File: config.mk
export PLATFORM = sky130hd
export DESIGN_NAME = pc_unit
export DESIGN_NICKNAME = d
export VERILOG_FILES = /design/src/rtl/pc_unit.sv
export SDC_FILE = /design/constraint.sdc
export NUM_CORES = 1
export LEC_CHECK = 0
export BUFFER_PORTS_ARGS = -buffer_cell sky130_fd_sc_hd__buf_2
export CAP_MARGIN = 40
export CORE_MARGIN = 10
export CORE_UTILIZATION = 35
export DETAILED_ROUTE_END_ITERATION = 8
export GPL_TIMING_DRIVEN = 0
export HOLD_SLACK_MARGIN = 0.06
export PLACE_DENSITY = 0.63
export SETUP_SLACK_MARGIN = 0.4
export SLEW_MARGIN = 20
export SYNTH_ARGS = -nofsm -noshare
export SYNTH_HDL_FRONTEND = slang
export SYNTH_SLANG_ARGS = --single-unit
File: constraint.sdc
create_clock -name clk -period 2.6 [get_ports clk]
set_input_delay 0.13 -clock clk [delete_from_list [all_inputs] [get_ports clk]]
set_output_delay 0.13 -clock clk [all_outputs]
set_load 0.01 [all_outputs]
File: src/rtl/pc_unit.sv
// ---------------------------------------------------------------------------
// pc_unit -- program counter with a small return-address stack (RAS).
//
// Next-PC selection, highest priority first:
//   Exception -> EXC_VECTOR
//   Stall     -> hold PC
//   PCSrc     -> ReadData (loaded as is; Link also pushes PCPlus)
//   Return    -> top of stack if non-empty (pop), else PCPlus + underflow
//   default   -> PCPlus
//
// Ports:
//   clk          in   1      rising-edge clock
//   rst_n        in   1      asynchronous active-low reset
//   Stall        in   1      hold PC and stack
//   Exception    in   1      redirect to EXC_VECTOR, empties the stack
//   PCSrc        in   1      redirect to ReadData
//   ReadData     in   WIDTH  branch / call target
//   Link         in   1      push return address (only with PCSrc)
//   Return       in   1      pop and redirect (only without PCSrc)
//   PC           out  WIDTH  current fetch address (registered)
//   PCPlus       out  WIDTH  PC + INC, combinational from PC
//   RasEmpty     out  1      stack count is 0
//   RasFull      out  1      stack count is RAS_DEPTH
//   RasUnderflow out  1      one-cycle pulse after a Return on empty stack
// ---------------------------------------------------------------------------
module pc_unit #(
    parameter int                 WIDTH        = 32,
    parameter int                 INC          = 4,
    parameter logic [WIDTH-1:0]   RESET_VECTOR = '0,
    parameter logic [WIDTH-1:0]   EXC_VECTOR   = WIDTH'(8),
    parameter int                 RAS_DEPTH    = 4
) (
    input  logic             clk,
    input  logic             rst_n,
    input  logic             Stall,
    input  logic             Exception,
    input  logic             PCSrc,
    input  logic [WIDTH-1:0] ReadData,
    input  logic             Link,
    input  logic             Return,
    output logic [WIDTH-1:0] PC,
    output logic [WIDTH-1:0] PCPlus,
    output logic             RasEmpty,
    output logic             RasFull,
    output logic             RasUnderflow
);

    localparam int             TW       = $clog2(RAS_DEPTH);
    localparam int             CW       = $clog2(RAS_DEPTH + 1);
    localparam logic [TW-1:0]  TOP_LAST = TW'(RAS_DEPTH - 1);
    localparam logic [CW-1:0]  CNT_FULL = CW'(RAS_DEPTH);

    logic [WIDTH-1:0] r_pc;
    logic [WIDTH-1:0] r_stack [RAS_DEPTH];
    logic [TW-1:0]    r_top;       // index of the most recently pushed entry
    logic [CW-1:0]    r_count;
    logic             r_underflow;

    logic             w_active;
    logic             w_push;
    logic             w_ret;
    logic             w_pop;
    logic             w_underflow;
    logic [TW-1:0]    w_top_inc;
    logic [TW-1:0]    w_top_dec;
    logic [WIDTH-1:0] w_pc_plus;
    logic [WIDTH-1:0] w_pc_next;

    assign w_pc_plus   = r_pc + WIDTH'(INC);
    assign w_active    = !Exception && !Stall;
    assign w_push      = w_active && PCSrc && Link;
    assign w_ret       = w_active && !PCSrc && Return;
    assign w_pop       = w_ret && (r_count != '0);
    assign w_underflow = w_ret && (r_count == '0);

    // Explicit wrap so non-power-of-two depths stay circular.
    assign w_top_inc = (r_top == TOP_LAST) ? '0 : r_top + TW'(1);
    assign w_top_dec = (r_top == '0) ? TOP_LAST : r_top - TW'(1);

    always_comb begin
        w_pc_next = w_pc_plus;
        if (Exception) begin
            w_pc_next = EXC_VECTOR;
        end else if (Stall) begin
            w_pc_next = r_pc;
        end else if (PCSrc) begin
            w_pc_next = ReadData;
        end else if (w_pop) begin
            w_pc_next = r_stack[r_top];
        end
    end

    // Stack entries carry no reset: they are only read while count > 0,
    // and every counted entry was written by a push after reset.
    always_ff @(posedge clk or negedge rst_n) begin
        if (!rst_n) begin
            r_pc        <= RESET_VECTOR;
            r_top       <= '0;
            r_count     <= '0;
            r_underflow <= 1'b0;
        end else begin
            r_pc        <= w_pc_next;
            r_underflow <= w_underflow;
            if (Exception) begin
                r_count <= '0;
            end else if (w_push) begin
                // When full, top+1 is the oldest entry, so it gets overwritten.
                r_stack[w_top_inc] <= w_pc_plus;
                r_top              <= w_top_inc;
                if (r_count != CNT_FULL) begin
                    r_count <= r_count + CW'(1);
                end
            end else if (w_pop) begin
                r_top   <= w_top_dec;
                r_count <= r_count - CW'(1);
            end
        end
    end

    assign PC           = r_pc;
    assign PCPlus       = w_pc_plus;
    assign RasEmpty     = (r_count == '0);
    assign RasFull      = (r_count == CNT_FULL);
    assign RasUnderflow = r_underflow;

endmodule

Word-level counts from Yosys, hierarchy flattened

Memories as Yosys holds them, arrays and structs flattened.
Index checks and enable logic that the tools add are counted.
W data, S select, Z words.

Register bits: 38
Bits in writable memories: 128
Bits of input ports: 39
Output and inout bits: 67
Memories: 1

$add $sub $neg: 5
Eq/ne operators: 5
Multiplexer cells: 15
Bitwise operators: 1
Reduce and logical (&&, ||, !) cells: 18

Memories:

| name    | words | width | read ports | clocked after memory_dff | wr ports | RTL line | text |
|---|---|---|---|---|---|---|---|
| r_stack | 4     | 32    | 1          | 0                        | 1        | 54       | `logic [WIDTH-1:0] r_stack [RAS_DEPTH];` |

Operator list:

| operator                | number |
|---|---|
| $mux W32                | 4 |
| $add A32 B3 Y32 const B | 1 |
| $mux W3                 | 4 |
| $logic_and A1 B1 Y1     | 8 |
| $mux W2                 | 4 |
| $reduce_bool A3 Y1      | 2 |
| $reduce_and A2 Y1       | 2 |
| $add A3 B1 Y3 const B   | 1 |
| $eq A3 B3 Y1 const B    | 1 |
| $logic_not A1 Y1        | 3 |
| $logic_not A3 Y1        | 1 |
| $mux W1                 | 3 |
| $ne A3 B2 Y1 const B    | 1 |
| $ne A3 B3 Y1 const B    | 1 |
| $sub A3 B1 Y3 const B   | 1 |
| $add A2 B1 Y2 const B   | 1 |
| $eq A2 B2 Y1 const B    | 1 |
| $logic_not A2 Y1        | 1 |
| $ne A2 B1 Y1 const B    | 1 |
| $reduce_bool A2 Y1      | 1 |
| $sub A2 B1 Y2 const B   | 1 |
| $not A1 Y1              | 1 |

Longest topological paths before layout

Gate-level depths: netlist of run 1.

Word-level depth: 9
Mapped depth: 8
Gate-level depth less buffers: 6

Least setup slack after synthesis of run 1

Ideal clock, no wire load.

Path kind: register to register
From: register r_top[1]
To: memory r_stack[1][0], enable pin
Library setup time: 0.392 ns
Data arrival time: 1.888 ns
Data required time: 2.208 ns
Slack: 0.320 ns
Stages on the path, launching flop included: 6
Path buffers: 2
Cells stage by stage: dfrtp_1 > clkbuf_1 > clkbuf_1 > inv_1 > ha_1 > and3_1

Word-level cells in the longest chain between the ends: 2
Elaborated cells on any way between the ends: 3
Those cells by class: 1 x add/sub; 1 x eq/ne; 1 x mux

RTL lines:

| what                                                 | RTL line | text |
|---|---|---|
| from (decl)                                          | 55       | `logic [TW-1:0] r_top;` |
| from (signal assigned)                               | 109      | `r_top <= w_top_inc;` |
| from (signal assigned)                               | 114      | `r_top <= w_top_dec;` |
| $add A2 B1 Y2 / $eq A2 B2 Y1 (equally long branches) | 77       | `assign w_top_inc = (r_top == TOP_LAST) ? '0 : r_top + TW'(1);` |
| $mux W2 (*)                                          | 77       |  |
| to (decl)                                            | 54       |  |

Mark *: on every way between the ends. The rest lies on a longest branch, timed or not.

Final worst setup path of run 1

From: register r_pc[6], in the netlist PC[6]
To: output PCPlus[23]

Word-level cells in the longest chain between the ends: 1

RTL lines:

| what                   | RTL line | text |
|---|---|---|
| from (decl)            | 53       | `logic [WIDTH-1:0] r_pc;` |
| from (signal assigned) | 102      | `r_pc <= w_pc_next;` |
| $add A32 B3 Y32        | 69       | `assign w_pc_plus = r_pc + WIDTH'(INC);` |
| to (decl)              | 42       | `output logic [WIDTH-1:0] PCPlus,` |

Every way passes these cells.

==> results list, run 1 <==
- Worst Hold Launch: ReadData[12]
* Combinational family with the most area after synthesis: compound AO/OA/AOI/OAI gates
* Standard-cell row count: 54
* Xor/xnor share of the synthesized area: 0.0258
- In this run the remaining antenna-violating nets after routing total 0.
- Cell area after layout: about 11000 um2
* Status: completed
* Share of the core filled with cells: 0.492
* Top Family by Delay on Critical Path: simple AND/OR/NAND/NOR gates
- Multiplexer area fraction after synthesis: 0.102
* Clock tree root driver cell: sky130_fd_sc_hd__clkbuf_16
- Weighted congestion reported at the end of routability-driven placement: 0.900
- In the finished design, the share of the clock period the worst path needs comes to 0.934.
* Largest buffer count on any clock path: 2
* Clock slew seen by the registers of the worst setup and hold paths: approximately 0.060 ns
* H-Tree Level Count: 4
- Setup clock skew after layout: about 0.012 ns
- Slack of the worst reg-to-reg path: between 0.4 and 0.5 ns
- Yosys printed 0 warnings.
- Data arrives at the worst endpoint at 2.30 ns.
- Initial standard-cell utilization of the core: 0.356
- Share of Yosys cell area claimed by the top area cell type: 0.493
* Peak ir drop on the vdd network: ~0.44 mV
* TritonCTS clock tree: done
* GRT Resource Usage Total: 0.174
- Sinks on Clock Net: 166
* RSZ-0062 raised after global routing: yes
* Critical-path top delay cell: sky130_fd_sc_hd__or3_4
* Stage delay of the slowest cell on the critical path: 0.39 ns
- Post-synth EDFFs: 128
* Predominant post-synthesis flop cell: sky130_fd_sc_hd__edfxtp_1
- Number of unique standard cell types used by synthesis: between 70 and 80
- Largest net degree at the start of global routing: 24
- Of all cell types, the one taking the most synthesized area is sky130_fd_sc_hd__edfxtp_1.
- The die is 169 um wide.
- Of the total synthesized cell area, the portion taken by full adders, half adders and majority gates is 0.0138.
* Max-slew violation count: 0
- At the pin with the least slew margin, the transition time is 0.832 ns.
- The via count of the first global-routing pass came to 5933.
- Number of diodes added for antenna fixing: 0
- Post-Synthesis Net Count: 593
- For the worst-skew pair, the clock arrives at the later sink with an insertion delay of roughly 0.44 ns.
- IO Count: 106
* Crit path max fanout: 5
- Worst slew slack as a fraction of its limit: 0.445
* GR Overflow Total: 0
- Counting flops and latches in the post-synthesis netlist gives 166.
* Post-Synth Simple-Gate Area: 0.101
- TritonCTS created 17 clock buffers.
- Setup TNS: 0 ns
- On the final layout, the worst hold slack is between 0.05 and 0.06 ns.
- The complex-gate fraction of the synthesized area was 0.111.
- Timing would allow up to ~410 MHz.
- Area Overhead vs Synth: 38.3%
- Via density per instance: between 5 and 6
- Setup-violating endpoint count in the final report: 0
- Total power after layout: 7670 uW
- Data required time of the critical path: roughly 2.5 ns
- For this run, design rule violations remaining after detail routing come to 0.
- Sum of buffers and inverters on the critical path: 3
* Reg-to-reg startpoint: r_top[1]$_DFFE_PN0P_
- After floorplanning, the core was sized to cover around 22000 um2.
* Max-capacitance violation count: 0
- Via total after detailed routing: 5952
- The worst setup path is of the reg -> out kind.
- At the end of the flow, the number of nets in the layout was 800.
* Lkg Pwr: 0.00420 uW
* Cell-by-cell listing of the critical path: buf_6, and4_4, buf_6, nand4_4, or3_4, or3_1, nand2_2, buf_4
- Wire length per cell after detailed routing: 24.4 um
- Proportion of layout cells with a drive suffix above 1: 0.461
- Counting flops with an async set or reset pin after synthesis yields a share of 0.229.
* First-pass GRT wire length: 37.7 mm
- Tracing the worst setup path back leads to its startpoint at PC[6]$_DFFE_PN0P_.
* Total length of routed wires: 25.5 mm
- TritonRoute pass-1 iters: 6
- After synthesis the cells add up to roughly 7800 um2.
- Type of destination of the critical path: output port
- The count of final hold-check violations is 0.
- Die Y-Extent: 169 um
* Number of antenna violations at the first check in global routing: 0
* Top cells by area in the synthesized netlist: sky130_fd_sc_hd__edfxtp_1 49%, sky130_fd_sc_hd__dfrtp_1 12%, sky130_fd_sc_hd__mux4_2 9.2%
- Share of synthesized area occupied by flip-flops and latches: 0.615
- STA classifies the critical path startpoint as a flip-flop.
- Port buffering added 105 buffers.
* Type of the tightest min-delay check: in -> reg
- The first routing iteration left about 620 violations.
* Area of placed instances: 8810 um2
- Critical Path Most Common Cell: sky130_fd_sc_hd__buf_6
* Final Critical Period: around 2.4 ns
* Die area: 28600 um2
- PwrDens: 712 nW/um2
* Synth Area per Inst: 14.3 um2
- Detail Placement HPWL: 17.2 mm
- Counting every instance in the synthesized netlist gives 546.
-- cell usage in the layout, fill, tap and decap left out, types with 13 or more instances in the layout --
master,synthesis,final
sky130_fd_sc_hd__buf_4,9,67
sky130_fd_sc_hd__buf_2,14,100
sky130_fd_sc_hd__edfxtp_1,128,128
sky130_fd_sc_hd__clkbuf_16,0,17
sky130_fd_sc_hd__o21ai_0,13,13
sky130_fd_sc_hd__nand2_1,42,34
sky130_fd_sc_hd__buf_6,0,22
sky130_fd_sc_hd__dfrtp_1,38,23
sky130_fd_sc_hd__clkbuf_1,17,13
sky130_fd_sc_hd__dfrtp_2,0,15
sky130_fd_sc_hd__mux4_2,32,32
-- flip-flops by register name (all words and copies together) (netlist names) --
register      flops
r_count           3
RasUnderflow      1
r_top             2
PC               32
r_stack         128
-- routing by layer --
layer,up-vias,global-route usage,part of all wire
met1,3005,0.226,0.40
met5,-,0,0
li1,2586,-,-
met3,37,0.0621,0.10
met4,0,0.0383,0.014
met2,324,0.276,0.48
-- repair_timing --
action | in CTS | in global routing
resized for setup | 111 | 36
buffers inserted | 48 | 18
pin swaps | 24 | 22
endpoints found under the hold margin | 29 | 0
setup endpoints to repair | 176 | 90
hold buffers | 11 | 0
-- cells in the mapped netlist, types with 6 or more instances --
cell type                  instances
sky130_fd_sc_hd__buf_2            14
sky130_fd_sc_hd__nand3_1          14
sky130_fd_sc_hd__o21ai_1          12
sky130_fd_sc_hd__a21oi_1           8
sky130_fd_sc_hd__ha_1              7
sky130_fd_sc_hd__and3_1            7
sky130_fd_sc_hd__nand2_1          42
sky130_fd_sc_hd__a21o_1            7
sky130_fd_sc_hd__o31a_1            6
sky130_fd_sc_hd__mux2i_1           6
sky130_fd_sc_hd__nor3_1           15
sky130_fd_sc_hd__a22o_1            8
sky130_fd_sc_hd__xnor2_1          11
sky130_fd_sc_hd__dfrtp_1          38
sky130_fd_sc_hd__mux4_2           32
sky130_fd_sc_hd__nor2_1           16
sky130_fd_sc_hd__nand4_1           8
sky130_fd_sc_hd__a211oi_1          6
sky130_fd_sc_hd__edfxtp_1        128
sky130_fd_sc_hd__o22ai_1           8
sky130_fd_sc_hd__buf_4             9
sky130_fd_sc_hd__xor2_1           12
sky130_fd_sc_hd__o21ai_0          13
sky130_fd_sc_hd__clkbuf_1         17
sky130_fd_sc_hd__inv_1            10
-- final cells by class --
cell class	instances	area (um2)
fill	1908	11100
sequential	166	4810
multi-input combinational	329	3210
timing repair buffer	188	1400
clock buffer	18	429
tap	280	350
buffer	40	304
clock inverter	14	231
inverter	11	41.3
-- report_power, final --
| part | leakage, uW | switching [uW] | internal [uW] | total (uW) |
|---|---|---|---|---|
| Combinational | 0.00223 | 912 | 842 | 1750 |
| Sequential | 0.00166 | 99.5 | 2960 | 3060 |
| Clock | 0.000309 | 1060 | 1790 | 2860 |
-- tightest hold or removal path: stages --
cell                      delay, ns
sky130_fd_sc_hd__buf_2         0.09
sky130_fd_sc_hd__o21ai_0       0.09
sky130_fd_sc_hd__o21ai_1       0.14
-- metrics by stage --
stage | setup slack [ns] | cells
after CTS | 0.152 | 1028
after global placement | -0.385 | 931
after floorplan | 0.551 | 546
final | 0.173 | 1046
after detailed placement | -0.388 | 937
after global routing | 0.0948 | 1046
-- worst paths after layout --
path / endpoint / cells after the start
max: PCPlus[23] / 8
min: PC[12]$_DFFE_PN0P_ / 3
max reg2reg: PC[16]$_DFFE_PN0P_ / 6
min reg2reg: r_stack[0][1]$_DFFE_PP_ / 0
max in group asynchronous: PC[7]$_DFFE_PN0P_ / 3
min in group asynchronous: PC[22]$_DFFE_PN0P_ / 2
-- logic make-up after synthesis --
family,count (synthesis)
XOR/XNOR,23
adder cells (fa/ha/maj),8
AND/OR/NAND/NOR,143
buffers and inverters,51
AO/OA/AOI/OAI,116
flip-flops,166
multiplexers,39
No activity file was read; power rests on OpenSTA's default activity.
==> run 2, diff against run 1 <==
Settings changed: REMOVE_ABC_BUFFERS from default to 1.
==> run 2 against run 1 <==
Clock skew decreased by 0.0043 ns. Die area did not move. Largest cell class unchanged. Total power is 4.6% lower. Clock-buffer cell count up 4.
==> results list, run 2 (same netlist as run 1, synthesis figures left out) <==
* Via total after detailed routing: 5908
- The number of clock buffers added by TritonCTS is 17.
* Worst hold slack across all endpoints: around 0.1 ns
- Setup total negative slack on the finished layout was measured at 0 ns.
- In this run the static leakage power is 0.00417 uW.
* Class of the most critical setup path: reg -> out
* RSZ-0062 raised after global routing: yes
- The total count of max-transition violations in the final report came to 0.
- The run finished with clean final reports.
- STA classifies the critical path startpoint as a flip-flop.
- Most frequent cells in the layout: 128 x sky130_fd_sc_hd__edfxtp_1, 98 x sky130_fd_sc_hd__buf_2, 84 x sky130_fd_sc_hd__buf_4, 34 x sky130_fd_sc_hd__nand2_1, 32 x sky130_fd_sc_hd__mux4_2
* Largest register FFs: 128
- Sinks on Clock Net: ~170
* Wire length per cell after detailed routing: 24.1 um
* Proportion of layout cells with a drive suffix above 1: 0.492
* Area occupied by registers: 4830 um2
- At the pin with the least slew margin, the transition time is slightly above 0.8 ns.
* H-Tree Level Count: 4
- STA puts the critical path data required time at 2.47 ns.
- Worst slack, placed: -0.400 ns
* Standard-cell row count: 54
- Setup clock skew after layout: 0.00795 ns
* Vias in the first global route: 5969
- Across the VDD grid, the largest voltage drop is 0.517 mV.
- Entering global routing, the biggest net connects 32 pins.
- In this run the worst path has a maximum fanout of 7.
- DRC violations left: 0
* Total length of routed wires: 25.0 mm
- The clock reaches the later pin of the worst-skew pair after 0.42 ns.
- Number of antenna violations at the first check in global routing: 0
* Largest register by flop count: r_stack
- Fmax: 430 MHz
- Worst slew slack as a fraction of its limit: 0.446
* Largest buffer count on any clock path: 2
- At the end of routability-driven placement, the weighted congestion stood at 0.835.
- The design draws 7320 uW.
- Critical-path top delay cell: sky130_fd_sc_hd__dfrtp_2
* Die Y-Extent: approximately 170 um
- GRT Resource Usage Total: 0.166
- The library cell used most frequently in the layout, excluding fill and tap cells, is sky130_fd_sc_hd__edfxtp_1.
* Type of the tightest min-delay check: in -> reg
- Setup-violating endpoint count in the final report: 0
- Final Critical Period: ~2.3 ns
- First-pass GRT wire length: between 30 and 40 mm
* Die area: 28600 um2
- Once detail routing completed, the nets flagged for antenna violations numbered 0.
- Power spread over the standard cell area amounts to 685 nW/um2.
- TritonRoute pass-1 iters: 5
- Die boundary width: 169 um
* Footprint of the multi-input gates: 3230 um2
* Cell-by-cell listing of the critical path: ha_4, and3_4, nand3_4, nor3_2, xor2_2, buf_2
- Share of the core filled with cells: 0.488
* Area Overhead vs Synth: 37.2%
* Endpoint arrival time on the critical path: 2.20 ns
* Final period util: 0.895
* Fin. Hold Viols: 0
- For this design the top-level I/O count stands at 106.
- For this run, the post-layout net count is 790.
* Stage delay of the slowest cell on the critical path: 0.42 ns
- Core box area: 21900 um2
* Fillcell total: ~1900
- Detail Placement HPWL: 15.8 mm
* Clock slew seen by the registers of the worst setup and hold paths: 0.06 ns
* TritonCTS clock tree: done
- For this block, the initial DRC count from the detailed router was ~580.
* Worst Slack Setup Final: 0.274 ns
- GR Overflow Total: 0
- Max-cap violations in this run came to 0.
- Type of destination of the critical path: output port
* Via density per instance: 5.70
- Number of diodes added for antenna fixing: 0
* Clock tree root driver cell: sky130_fd_sc_hd__clkbuf_16
* Port bufs: approximately 110
- For this configuration, the core starts out at a cell density of 0.356.
run 2: per-stage QoR:
step	std cells	area, um2
2_1_floorplan	506	7590
3_3_place_gp	891	8470
3_5_place_dp	902	8740
4_1_cts	999	10200
5_1_grt	1036	10700
6_report	1036	10700
run 2: metal layers:
metal  part of all wire  wire, um  track usage  vias up
li1                   -         -            -     2568
met4              0.029       725       0.0507        0
met2               0.49     12200        0.273      309
met1               0.39      9690        0.202     2984
met3              0.095      2370       0.0560       47
met5                  0         0            0        -
run 2: critical path, delay by kind of cell, from the launching register on:
family        cells  cell delay [ns]
fa+ha+maj         1             0.18
simple gates      3             0.69
buf+inv           1             0.20
xor+xnor          1             0.29
flops             1             0.42
run 2: final cells by class:
cell class                      instances  share of cell area
Tap cell                              280              0.0328
Clock inverter                         10             0.00971
Sequential cell                       166               0.452
Inverter                               11             0.00386
Multi-Input combinational cell        329               0.302
Clock buffer                           22              0.0443
Timing Repair Buffer                  218               0.155
run 2: power by group:
part	internal (uW)	switching, uW
sequential	2970	182
clock	1480	996
combinational	906	785
total	5360	1960
run 2: worst paths after layout:
| check | start | endpoint | slack (ns) | cells past startpoint |
|---|---|---|---|---|
| max | PC[2]$_DFFE_PN0P_ | PCPlus[22] | 0.27 | 6 |
| min | ReadData[5] | PC[5]$_DFFE_PN0P_ | 0.1 | 4 |
| max reg2reg | r_count[2]$_DFFE_PN0P_ | PC[22]$_DFFE_PN0P_ | 0.45 | 6 |
| min reg2reg | PC[0]$_DFFE_PN0P_ | r_stack[1][0]$_DFFE_PP_ | 0.58 | 0 |
| max in group asynchronous | rst_n | PC[16]$_DFFE_PN0P_ | 1.89 | 3 |
| min in group asynchronous | rst_n | RasUnderflow$_DFF_PN0_ | 0.17 | 2 |
run 2: timing repair:
item / CTS / global route
hold endpoints to repair: 51 / 0
setup endpoints to repair: 203 / 45
pin swaps: 23 / 23
gates resized for setup: 95 / 33
cloned: 0 / 1
buffers inserted: 51 / 36
hold buffers: 14 / 0
==> run 3, diff against run 2 <==
Clock period 2.6 ns to 3 ns, I/O delays scaled along.
==> run 3 against run 2 <==
Critical path type unchanged. Sequential share of layout area increased by 4.0 points. Clock-buffer cell count unchanged. Final area decreased by 8.4%. First-iteration DRC count decreased by 17%. Cell count decreased by 6.2%. Global-route usage decreased by 1.0 points.
==> results list, run 3 (same netlist as run 1, synthesis figures left out) <==
* Type of the tightest min-delay check: in -> reg
* Class of the most critical setup path: reg -> out
- For this run, the top clock speed supported by timing is approximately 380 MHz.
* Final Critical Period: 2.60 ns
- The register with the most flip-flops in the layout has 128 of them.
- Worst-margin pin slew: 0.760 ns
- Fillcell total: 1984
- Worst hold slack across all endpoints: about 0.066 ns
- Sinks on Clock Net: 166
- CTS built an H-tree with a depth of 4.
- Standard-cell row count: 54
* Setup-violating endpoint count in the final report: 0
- Detail Placement HPWL: 15.8 mm
- about 110 I/O pins were placed.
* Via density per instance: 5.66
* Most common cell after layout, fill and taps aside: sky130_fd_sc_hd__edfxtp_1
- r_stack holds more flip-flops than any other register.
- The first detailed-routing pass took 5 iterations.
- Clock tree root driver cell: sky130_fd_sc_hd__clkbuf_16
- Vias in the first global route: around 5500
- Total length of routed wires: 23.0 mm
* Iteration-0 DRC count of the detailed router: 480
- The worst setup path is captured at an output port.
- Max-slew violation count: 0
* Die boundary width: 169 um
- Most frequent cells in the layout: 128 x sky130_fd_sc_hd__edfxtp_1, 105 x sky130_fd_sc_hd__buf_2, 40 x sky130_fd_sc_hd__nand2_1, 32 x sky130_fd_sc_hd__mux4_2, 31 x sky130_fd_sc_hd__buf_4
* Clock slew seen by the registers of the worst setup and hold paths: 0.06 ns
* Status: completed
- DRC violations left: 0
* Via total after detailed routing: 5500
- Core box area: 21900 um2
* Largest net degree at the start of global routing: 32
- TritonCTS clock tree: done
- Counting along the longest clock path gives a buffer depth of 2.
- Final period util: 0.868
* Insertion delay to the later sink of the worst-skew pair: 0.42 ns
- The initial utilization of the core area, before any placement, comes to 0.356.
* Setup clock skew after layout: 0.00658 ns
- GR Overflow Total: 0
- The floorplan step defined a die boundary enclosing 28600 um2.
* Setup TNS: 0 ns
- Max-capacitance violation count: 0
- Number of diodes added for antenna fixing: 0
- Peak ir drop on the vdd network: 0.393 mV
* Area Overhead vs Synth: 25.6%
* Proportion of layout cells with a drive suffix above 1: 0.387
- Fin. Hold Viols: 0
* Lkg Pwr: ~0.0038 uW
- In this run the power density over the cells is 623 nW/um2.
- The count of nets left with antenna violations once routing finished came out at 0.
- STA puts the critical path data required time at roughly 2.9 ns.
- Buffers inserted during clock tree synthesis total 17.
- Wire length per cell after detailed routing: 23.6 um
- Number of antenna violations at the first check in global routing: 0
- RSZ-0062 raised after global routing: yes
- The congestion estimate from routability-driven global placement came to 0.835.
- The first global-routing pass estimated 33.9 mm of wire.
- Setup slack on the critical path of the routed design comes to ~0.4 ns.
- Placed Instances: about 900
- Worst slack, placed: -0.0196 ns
- The worst setup path is launched from a flip-flop.
- Crit path max fanout: 6
- Port bufs: around 110
- The worst pin sits at a relative slew slack of 0.493.
- STA puts the critical path data arrival time at approximately 2.5 ns.
* Finished Layout Cells: 972
- The final layout contains 726 nets.
- Die Y-Extent: about 170 um
- For this run, the total global-route usage over all layers was measured as 0.156.
==> run 3: where the power goes <==
group	internal (uW)	total [uW]	switching (uW)	leakage, uW
Clock	1280	2130	846	0.000285
Combinational	654	1220	563	0.00181
Sequential	2570	2760	188	0.00166
==> run 3: path summary, 6_finish.rpt <==
check	start	endpoint	slack [ns]	cells after the start
worst max-delay path	PC[2]$_DFFE_PN0P_	PCPlus[14]	0.40	5
worst min-delay path	ReadData[17]	PC[17]$_DFFE_PN0P_	0.07	3
worst max register to register	r_top[0]$_DFFE_PN0P_	PC[29]$_DFFE_PN0P_	0.65	6
worst min register to register	PC[0]$_DFFE_PN0P_	r_stack[1][0]$_DFFE_PP_	0.58	0
max in group asynchronous	rst_n	PC[16]$_DFFE_PN0P_	2.28	3
min in group asynchronous	rst_n	RasUnderflow$_DFF_PN0_	0.19	2
==> run 3: layout make-up <==
| class | count | area, um2 | area share |
|---|---|---|---|
| Timing Repair Buffer | 154 | 1070 | 0.110 |
| Tap cell | 280 | 350 | 0.0358 |
| Clock inverter | 10 | 104 | 0.0106 |
| Clock buffer | 22 | 474 | 0.0484 |
| Sequential cell | 166 | 4820 | 0.492 |
| Inverter | 11 | 41.3 | 0.00422 |
| Multi-Input combinational cell | 329 | 2930 | 0.299 |
==> run 3: worst max-delay path, stage by stage, from the launching register on <==
cell,delay (ns)
sky130_fd_sc_hd__dfrtp_2,0.42
sky130_fd_sc_hd__ha_1,0.21
sky130_fd_sc_hd__nand3_1,0.37
sky130_fd_sc_hd__nor4_2,0.50
sky130_fd_sc_hd__xor2_1,0.33
sky130_fd_sc_hd__buf_2,0.21
==> run 3: what timing repair did <==
action / 4_1_cts / 5_1_grt
setup endpoints to repair: 17 / 36
setup buffers: 4 / 26
gates resized for setup: 25 / 19
pin swaps: 4 / 2
hold buffers: 7 / 0
hold endpoints to repair: 44 / 0
==> run 3: metal layers <==
metal / track usage / part of all wire / vias to the layer above
met4: 0.0379 / 0.018 / 0
met1: 0.194 / 0.40 / 2761
met5: 0 / 0 / -
met3: 0.0535 / 0.089 / 31
li1: - / - / 2431
met2: 0.255 / 0.49 / 277
==> run 3: per-stage QoR <==
stage | area (um2) | util | total power, uW
floorplan | 7590 | - | 3500
global placement | 8470 | 0.387 | 3870
detailed placement | 8740 | 0.399 | 3980
CTS | 9510 | 0.435 | 6120
global route | 9790 | 0.447 | 6350
finish | 9790 | 0.447 | 6100
